File: config.mk
export PLATFORM = sky130hd
export DESIGN_NAME = pipe_hazard_ctrl
export DESIGN_NICKNAME = d
export VERILOG_FILES = /design/src/rtl/hazard_pkg.sv /design/src/rtl/hazard_fwd_mux.sv /design/src/rtl/pipe_hazard_ctrl.sv
export SDC_FILE = /design/constraint.sdc
export NUM_CORES = 1
export LEC_CHECK = 0
export ABC_AREA = 1
export BUFFER_PORTS_ARGS = -buffer_cell sky130_fd_sc_hd__buf_2
export CORE_MARGIN = 2
export CORE_UTILIZATION = 35
export CTS_BUF_LIST = sky130_fd_sc_hd__clkbuf_8 sky130_fd_sc_hd__clkbuf_16
export CTS_CLUSTER_DIAMETER = 50
export DETAILED_ROUTE_END_ITERATION = 7
export GPL_TIMING_DRIVEN = 0
export PLACE_DENSITY = 0.77
export SLEW_MARGIN = 10
export SYNTH_ARGS = -nofsm -noshare
export SYNTH_HDL_FRONTEND = slang
export SYNTH_SLANG_ARGS = --single-unit
File: constraint.sdc
create_clock -name clc -period 1.2 [get_ports clc]
set_input_delay 0.06 -clock clc [delete_from_list [all_inputs] [get_ports clc]]
set_output_delay 0.06 -clock clc [all_outputs]
set_load 0.05 [all_outputs]
File: src/rtl/hazard_pkg.sv
// hazard_pkg: forwarding select encodings, per-stage destination metadata and
// the forwarding-candidate helper shared by the hazard controller and its muxes.
package hazard_pkg;

  localparam logic [1:0] FWD_RF  = 2'd0;
  localparam logic [1:0] FWD_MEM = 2'd1;
  localparam logic [1:0] FWD_WB  = 2'd2;

  // Widest register address the metadata can carry; narrower REG_AW is zero-extended.
  localparam int unsigned META_AW = 16;

  typedef struct packed {
    logic               valid;
    logic [META_AW-1:0] dst_addr;
    logic               dst_we;
    logic               is_load;
  } stage_meta_t;

  localparam stage_meta_t META_BUBBLE = '{
    valid:    1'b0,
    dst_addr: {META_AW{1'b0}},
    dst_we:   1'b0,
    is_load:  1'b0
  };

  // A stage can feed a consumer only if it really writes a register; with a
  // hardwired zero register, writes to address 0 are discarded.
  function automatic logic fwd_candidate(input stage_meta_t m, input logic r0_zero);
    return m.valid & m.dst_we & ~(r0_zero & (m.dst_addr == {META_AW{1'b0}}));
  endfunction

endpackage

File: src/rtl/hazard_fwd_mux.sv
// hazard_fwd_mux: compare-and-select for one EX source operand.
// MEM wins over WB because it holds the newer producer; MEM loads never forward.
module hazard_fwd_mux
  import hazard_pkg::*;
#(
  parameter int DATA_W  = 32,
  parameter int REG_AW  = 5,
  parameter int R0_ZERO = 1
) (
  input  logic [REG_AW-1:0] src_addr,
  input  logic              src_used,
  input  stage_meta_t       mem_meta,
  input  stage_meta_t       wb_meta,
  input  logic [DATA_W-1:0] rf_data,
  input  logic [DATA_W-1:0] mem_data,
  input  logic [DATA_W-1:0] wb_data,
  output logic [1:0]        sel,
  output logic [DATA_W-1:0] opnd
);

  logic [META_AW-1:0] src_ext_s;
  logic               mem_hit_s;
  logic               wb_hit_s;
  logic               unused_ok_s;

  assign src_ext_s   = META_AW'(src_addr);
  assign mem_hit_s   = src_used && fwd_candidate(mem_meta, R0_ZERO != 0) &&
                       !mem_meta.is_load && (mem_meta.dst_addr == src_ext_s);
  assign wb_hit_s    = src_used && fwd_candidate(wb_meta, R0_ZERO != 0) &&
                       (wb_meta.dst_addr == src_ext_s);
  assign unused_ok_s = wb_meta.is_load;

  // Operand select: MEM, then WB, otherwise the register-file value.
  always_comb begin
    sel  = FWD_RF;
    opnd = rf_data;
    if (mem_hit_s) begin
      sel  = FWD_MEM;
      opnd = mem_data;
    end else if (wb_hit_s) begin
      sel  = FWD_WB;
      opnd = wb_data;
    end else begin
      sel  = FWD_RF;
      opnd = rf_data;
    end
  end

endmodule

File: src/rtl/pipe_hazard_ctrl.sv
// pipe_hazard_ctrl: load-use stall, branch flush and per-operand EX forwarding
// for a five-stage pipeline. Optional perf counters built under HAZ_PERF_EN.
module pipe_hazard_ctrl
  import hazard_pkg::*;
#(
  parameter int DATA_W  = 32,
  parameter int REG_AW  = 5,
  parameter int NUM_SRC = 2,
  parameter int R0_ZERO = 1
) (
  input  logic                      clc,
  input  logic                      reset,
  input  logic                      id_valid,
  input  logic [NUM_SRC*REG_AW-1:0] id_src_addr,
  input  logic [NUM_SRC-1:0]        id_src_used,
  input  logic [REG_AW-1:0]         id_dst_addr,
  input  logic                      id_dst_we,
  input  logic                      id_is_load,
  input  logic                      ex_branch_taken,
  input  logic [NUM_SRC*DATA_W-1:0] ex_rf_data,
  input  logic [DATA_W-1:0]         mem_alu_data,
  input  logic [DATA_W-1:0]         wb_data,
  output logic [NUM_SRC*DATA_W-1:0] ex_opnd,
  output logic [NUM_SRC*2-1:0]      ex_fwd_sel,
  output logic                      stall,
  output logic                      flush_ifid,
  output logic                      flush_idex,
  output logic [31:0]               stall_cnt,
  output logic [31:0]               flush_cnt
);

  stage_meta_t               ex_meta_r;
  stage_meta_t               mem_meta_r;
  stage_meta_t               wb_meta_r;
  stage_meta_t               id_meta_s;
  logic [NUM_SRC*REG_AW-1:0] ex_src_addr_r;
  logic [NUM_SRC-1:0]        ex_src_used_r;
  logic [NUM_SRC-1:0]        src_match_s;
  logic                      load_use_s;
  logic                      stall_s;
  logic                      flush_s;

  assign id_meta_s = '{
    valid:    id_valid,
    dst_addr: META_AW'(id_dst_addr),
    dst_we:   id_dst_we,
    is_load:  id_is_load
  };

  // Which used ID sources name the register the EX-stage instruction writes.
  always_comb begin
    src_match_s = {NUM_SRC{1'b0}};
    for (int k = 0; k < NUM_SRC; k++) begin
      src_match_s[k] = id_src_used[k] &&
                       (META_AW'(id_src_addr[k*REG_AW +: REG_AW]) == ex_meta_r.dst_addr);
    end
  end

  assign load_use_s = id_valid && fwd_candidate(ex_meta_r, R0_ZERO != 0) &&
                      ex_meta_r.is_load && (|src_match_s);
  assign flush_s    = ex_branch_taken;
  // The ID instruction is on the wrong path when a branch is taken, so it never stalls.
  assign stall_s    = load_use_s && !flush_s;

  assign stall      = stall_s;
  assign flush_ifid = flush_s;
  assign flush_idex = flush_s;

  // Metadata shift chain EX -> MEM -> WB; a stall or flush puts a bubble into EX.
  always_ff @(posedge clc or negedge reset) begin
    if (!reset) begin
      ex_meta_r     <= META_BUBBLE;
      mem_meta_r    <= META_BUBBLE;
      wb_meta_r     <= META_BUBBLE;
      ex_src_addr_r <= {(NUM_SRC*REG_AW){1'b0}};
      ex_src_used_r <= {NUM_SRC{1'b0}};
    end else begin
      mem_meta_r <= ex_meta_r;
      wb_meta_r  <= mem_meta_r;
      if (stall_s || flush_s) begin
        ex_meta_r     <= META_BUBBLE;
        ex_src_addr_r <= {(NUM_SRC*REG_AW){1'b0}};
        ex_src_used_r <= {NUM_SRC{1'b0}};
      end else begin
        ex_meta_r     <= id_meta_s;
        ex_src_addr_r <= id_src_addr;
        ex_src_used_r <= id_src_used & {NUM_SRC{id_valid}};
      end
    end
  end

  for (genvar k = 0; k < NUM_SRC; k++) begin : g_fwd
    hazard_fwd_mux #(
      .DATA_W  (DATA_W),
      .REG_AW  (REG_AW),
      .R0_ZERO (R0_ZERO)
    ) u_fwd (
      .src_addr (ex_src_addr_r[k*REG_AW +: REG_AW]),
      .src_used (ex_src_used_r[k]),
      .mem_meta (mem_meta_r),
      .wb_meta  (wb_meta_r),
      .rf_data  (ex_rf_data[k*DATA_W +: DATA_W]),
      .mem_data (mem_alu_data),
      .wb_data  (wb_data),
      .sel      (ex_fwd_sel[k*2 +: 2]),
      .opnd     (ex_opnd[k*DATA_W +: DATA_W])
    );
  end

`ifdef HAZ_PERF_EN
  logic [31:0] stall_cnt_r;
  logic [31:0] flush_cnt_r;

  // Saturating counts of stall cycles and flush cycles.
  always_ff @(posedge clc or negedge reset) begin
    if (!reset) begin
      stall_cnt_r <= 32'd0;
      flush_cnt_r <= 32'd0;
    end else begin
      if (stall_s && (stall_cnt_r != 32'hFFFF_FFFF)) begin
        stall_cnt_r <= stall_cnt_r + 32'd1;
      end else begin
        stall_cnt_r <= stall_cnt_r;
      end
      if (flush_s && (flush_cnt_r != 32'hFFFF_FFFF)) begin
        flush_cnt_r <= flush_cnt_r + 32'd1;
      end else begin
        flush_cnt_r <= flush_cnt_r;
      end
    end
  end

  assign stall_cnt = stall_cnt_r;
  assign flush_cnt = flush_cnt_r;
`else
  assign stall_cnt = 32'd0;
  assign flush_cnt = 32'd0;
`endif

endmodule

==> flow_summary_export.csv <==
group,metric,value,unit
run_status,status,"finished with violations",
run_status,failed_checks,"negative setup slack",
drt,wl_met3,1.63,mm
logic_synthesis,yosys_warnings,0,
drt,met2_length,10.2,mm
drt,drt-met1-wl,7.33,mm
floorplan,die_area,0.0136,mm2
clock_network,cts-htree-levels,2,
place,place.detailed.hpwl,13.3,mm
floorplan,start_util,35.5,%
logic_synthesis,yosys.area_share.adder,0,%
logic_synthesis,async_flop_share,100,%
clock_network,cts_made_buffers,5,
sta,period_share,168,%
global_routing,grt_pass1_vias,5921,
logic_synthesis,yosysTopAreaCellShare,19.7,%
drt,avgRoutedWirePerCell,15.7,um
sta,clock.fmax,0.496,GHz
logic_synthesis,synthCells,767,
sta,maxSlewViolCount,0,
setup_path,cp_slowest_cell,"dfrtp_1",
sta,finClkSkew,0.00163,ns
power,power,5.41,mW
drt,viasPerCell,4.96,
power,total_leakage_power,4.88,nW
sta,rsz0062_at_grt,"yes",
floorplan,chipWidth,117,um
floorplan,rows,41,
logic_synthesis,synth_seq_cells,35,
sta,tightestPinTransition,0.750,ns
setup_path,cpMostUsedCell,"buf_4",
cells_and_area,area_delta_synth_final,102,%
sta,hold_viol,0,
logic_synthesis,synth_top_cell_by_area,"dfrtp_1",
cells_and_area,ff_latch_area,883,um2
logic_synthesis,syn-cell-area,0.00444,mm2
logic_synthesis,yosysSeqAreaShare,19.7,%
logic_synthesis,synth_top_family_by_area,"simple AND/OR/NAND/NOR gates",
sta,setup_viol,89,
clock_network,cts_tree,"done",
setup_path,crit_family,"simple AND/OR/NAND/NOR gates",
sta,setup_slack,-0.817,ns
place,io_buffers,221,
clock_network,path_clk_slew,0.05,ns
job,maxCapViolCount,0,
drt,vias,6317,
logic_synthesis,ys.flop_type,"dfrtp_1",
cells_and_area,num-nets-final,1250,
clock_network,clock_latency,0.27,ns
logic_synthesis,synth-xor-area-share,0.197,%
drt,firstDrtPassIters,5,
setup_path,crit_path_start_kind,"register",
global_routing,grt_pass1_wl,28.1,mm
drt,wirelength,20.0,mm
sta,finalCriticalPeriod,2.02,ns
sta,worst_hold_slack,0.0470,ns
global_routing,antenna_found_initial,1,
setup_path,required,1.14,ns
floorplan,coreArea,0.0125,mm2
logic_synthesis,synth_cell_type_count,25,
global_routing,grt_max_degree,36,
setup_path,endpoint_kind,"output pin",
floorplan,die_y,117,um
drt,first_iter_violations,646,
drt,route.detailed.drc,0,
cells_and_area,multiInputGateArea,0.00393,mm2
sta,timing.setup.tns,-57.90,ns
worst_hold_path,hold_class,"input port to register",
cells_and_area,final_util,71.9,%
drt,ant_nets,0,
logic_synthesis,synth_compound_area_share,2.14,%
floorplan,ios,286,
cells_and_area,fillCellCount,919,
global_routing,grt_remaining_overflow,0,
setup_path,cp.arrival,1.96,ns
power,p_per_area,602,mW/mm2
clock_network,clock_sinks,35,
setup_path,path_class,"register to output pin",
logic_synthesis,synth_edf_count,0,
setup_path,critPathMaxFanout,10,
logic_synthesis,synthMuxAreaShare,0,%
sta,slew_headroom,50.0,%
drt,highest_layer,"met4",
logic_synthesis,syn_avg_cell_area,5.79,um2
logic_synthesis,synth_area_leaders,"dfrtp_1 20%, nand2_1 16%, nand3_1 15%",
clock_network,cts.path.max_buffers,2,
setup_path,crit_buf_inv,4,
global_routing,grtUsageTotal,25.8,%
setup_path,slowest_delay,0.43,ns
place,gp_congestion,0.884,
power,worst_ir_drop_vdd,0.000985,V
clock_network,root_buffer,"clkbuf_16",
logic_synthesis,synth-simple-area-share,48.6,%
cells_and_area,layout-drive-gt1-share,58.8,%
setup_path,path_cells,"inv_1 -> nand2_1 -> o21ai_1 -> nor2_4 -> buf_4 -> buf_4 -> nand4_1 -> nand3_2 -> nand2_4 -> buf_8",
-- per-stage QoR --
stage	setup slack, ns	area (um2)	cells
global placement	-0.853	6730	1223
detailed placement	-0.863	6730	1223
global route	-0.921	8990	1272
CTS	-0.821	8210	1261
finish	-0.817	8990	1273
floorplan	-0.223	5410	830
-- registers in the layout, indices dropped and copies added, names as in the netlist --
| signal | cells |
|---|---|
| wb_meta_r | 7 |
| mem_meta_r | 8 |
| ex_meta_r | 8 |
| ex_src_used_r | 2 |
| ex_src_addr_r | 10 |
-- report_power, final --
group / total (mW) / internal [mW] / leakage (nW) / switching, mW
sequential: 1.31 / 1.24 / 0.444 / 0.0636
clock: 1.24 / 0.807 / 0.0727 / 0.428
combinational: 2.87 / 1.06 / 4.36 / 1.81
-- logic make-up after synthesis --
family,after synthesis
simple gates,455
flops,35
other cells,1
compound gates,17
xor+xnor,1
buf+inv,258
-- worst paths after layout --
| check | startpoint | endpoint | slack [ns] | cells past startpoint |
|---|---|---|---|---|
| hold reg to reg | ex_meta_r[0] | mem_meta_r[0] | 0.37 | 0 |
| hold / removal | id_src_addr[6] | ex_src_addr_r[6] | 0.05 | 3 |
| setup reg to reg | ex_meta_r[3] | ex_src_addr_r[4] | -0.31 | 9 |
| setup / recovery | ex_src_addr_r[6] | ex_opnd[44] | -0.82 | 10 |
| max in group asynchronous | reset | wb_meta_r[5] | 0.29 | 2 |
| min in group asynchronous | reset | ex_meta_r[4] | 0.38 | 2 |
-- routing by layer --
metal	track usage [%]	vias up
li1	-	2968
met5	0	-
met2	46.0	386
met3	5.03	68
met1	30.6	2895
met4	10.3	0
-- cells in the mapped netlist, types with 4 or more instances --
cell type / n
inv_1: 136
nand4_1: 69
dfrtp_1: 35
nand2_1: 193
nand3_2: 4
o21ai_0: 8
nor2_1: 40
inv_2: 9
nor3_4: 4
nand3_1: 135
buf_4: 69
buf_2: 41
-- layout by cell type, fill, tap and decap left out, types with 64 or more instances in the layout --
cell     netlist  routed
buf_2         41     155
inv_1        136     128
nand3_2        4      99
buf_4         69      97
nand2_1      193      91
nand2_4        0      72
nand4_1       69      69
buf_8          0      64
conb_1         1      64
-- worst reg2reg max path: stages (launching register included) --
cell       delay (ns)
dfrtp_1          0.43
nand2_1          0.09
o21ai_0          0.08
nor2_1           0.14
nand3_1          0.10
nand2_1          0.09
nand2_2          0.10
nand2_4          0.14
clkbuf_16        0.18
nor2_4           0.04
-- area by class of cell --
class	instances	area share [%]
Timing Repair Buffer	262	24.9
Sequential cell	35	9.82
Antenna cell	2	0.0556
Clock inverter	1	0.0556
Buffer	113	11.5
Multi-Input combinational cell	537	43.7
Inverter	145	6.05
Clock buffer	6	1.54
Tap cell	172	2.39
-- timing repair --
action | 4_1_cts | 5_1_grt
hold endpoints to repair | 42 | 0
buffers inserted | 20 | 7
gates cloned | 3 | 3
hold buffers | 8 | 0
setup endpoints to repair | 89 | 89
pin swaps | 30 | 23
resized for setup | 297 | 165
(Power assumes the default switching activity.)
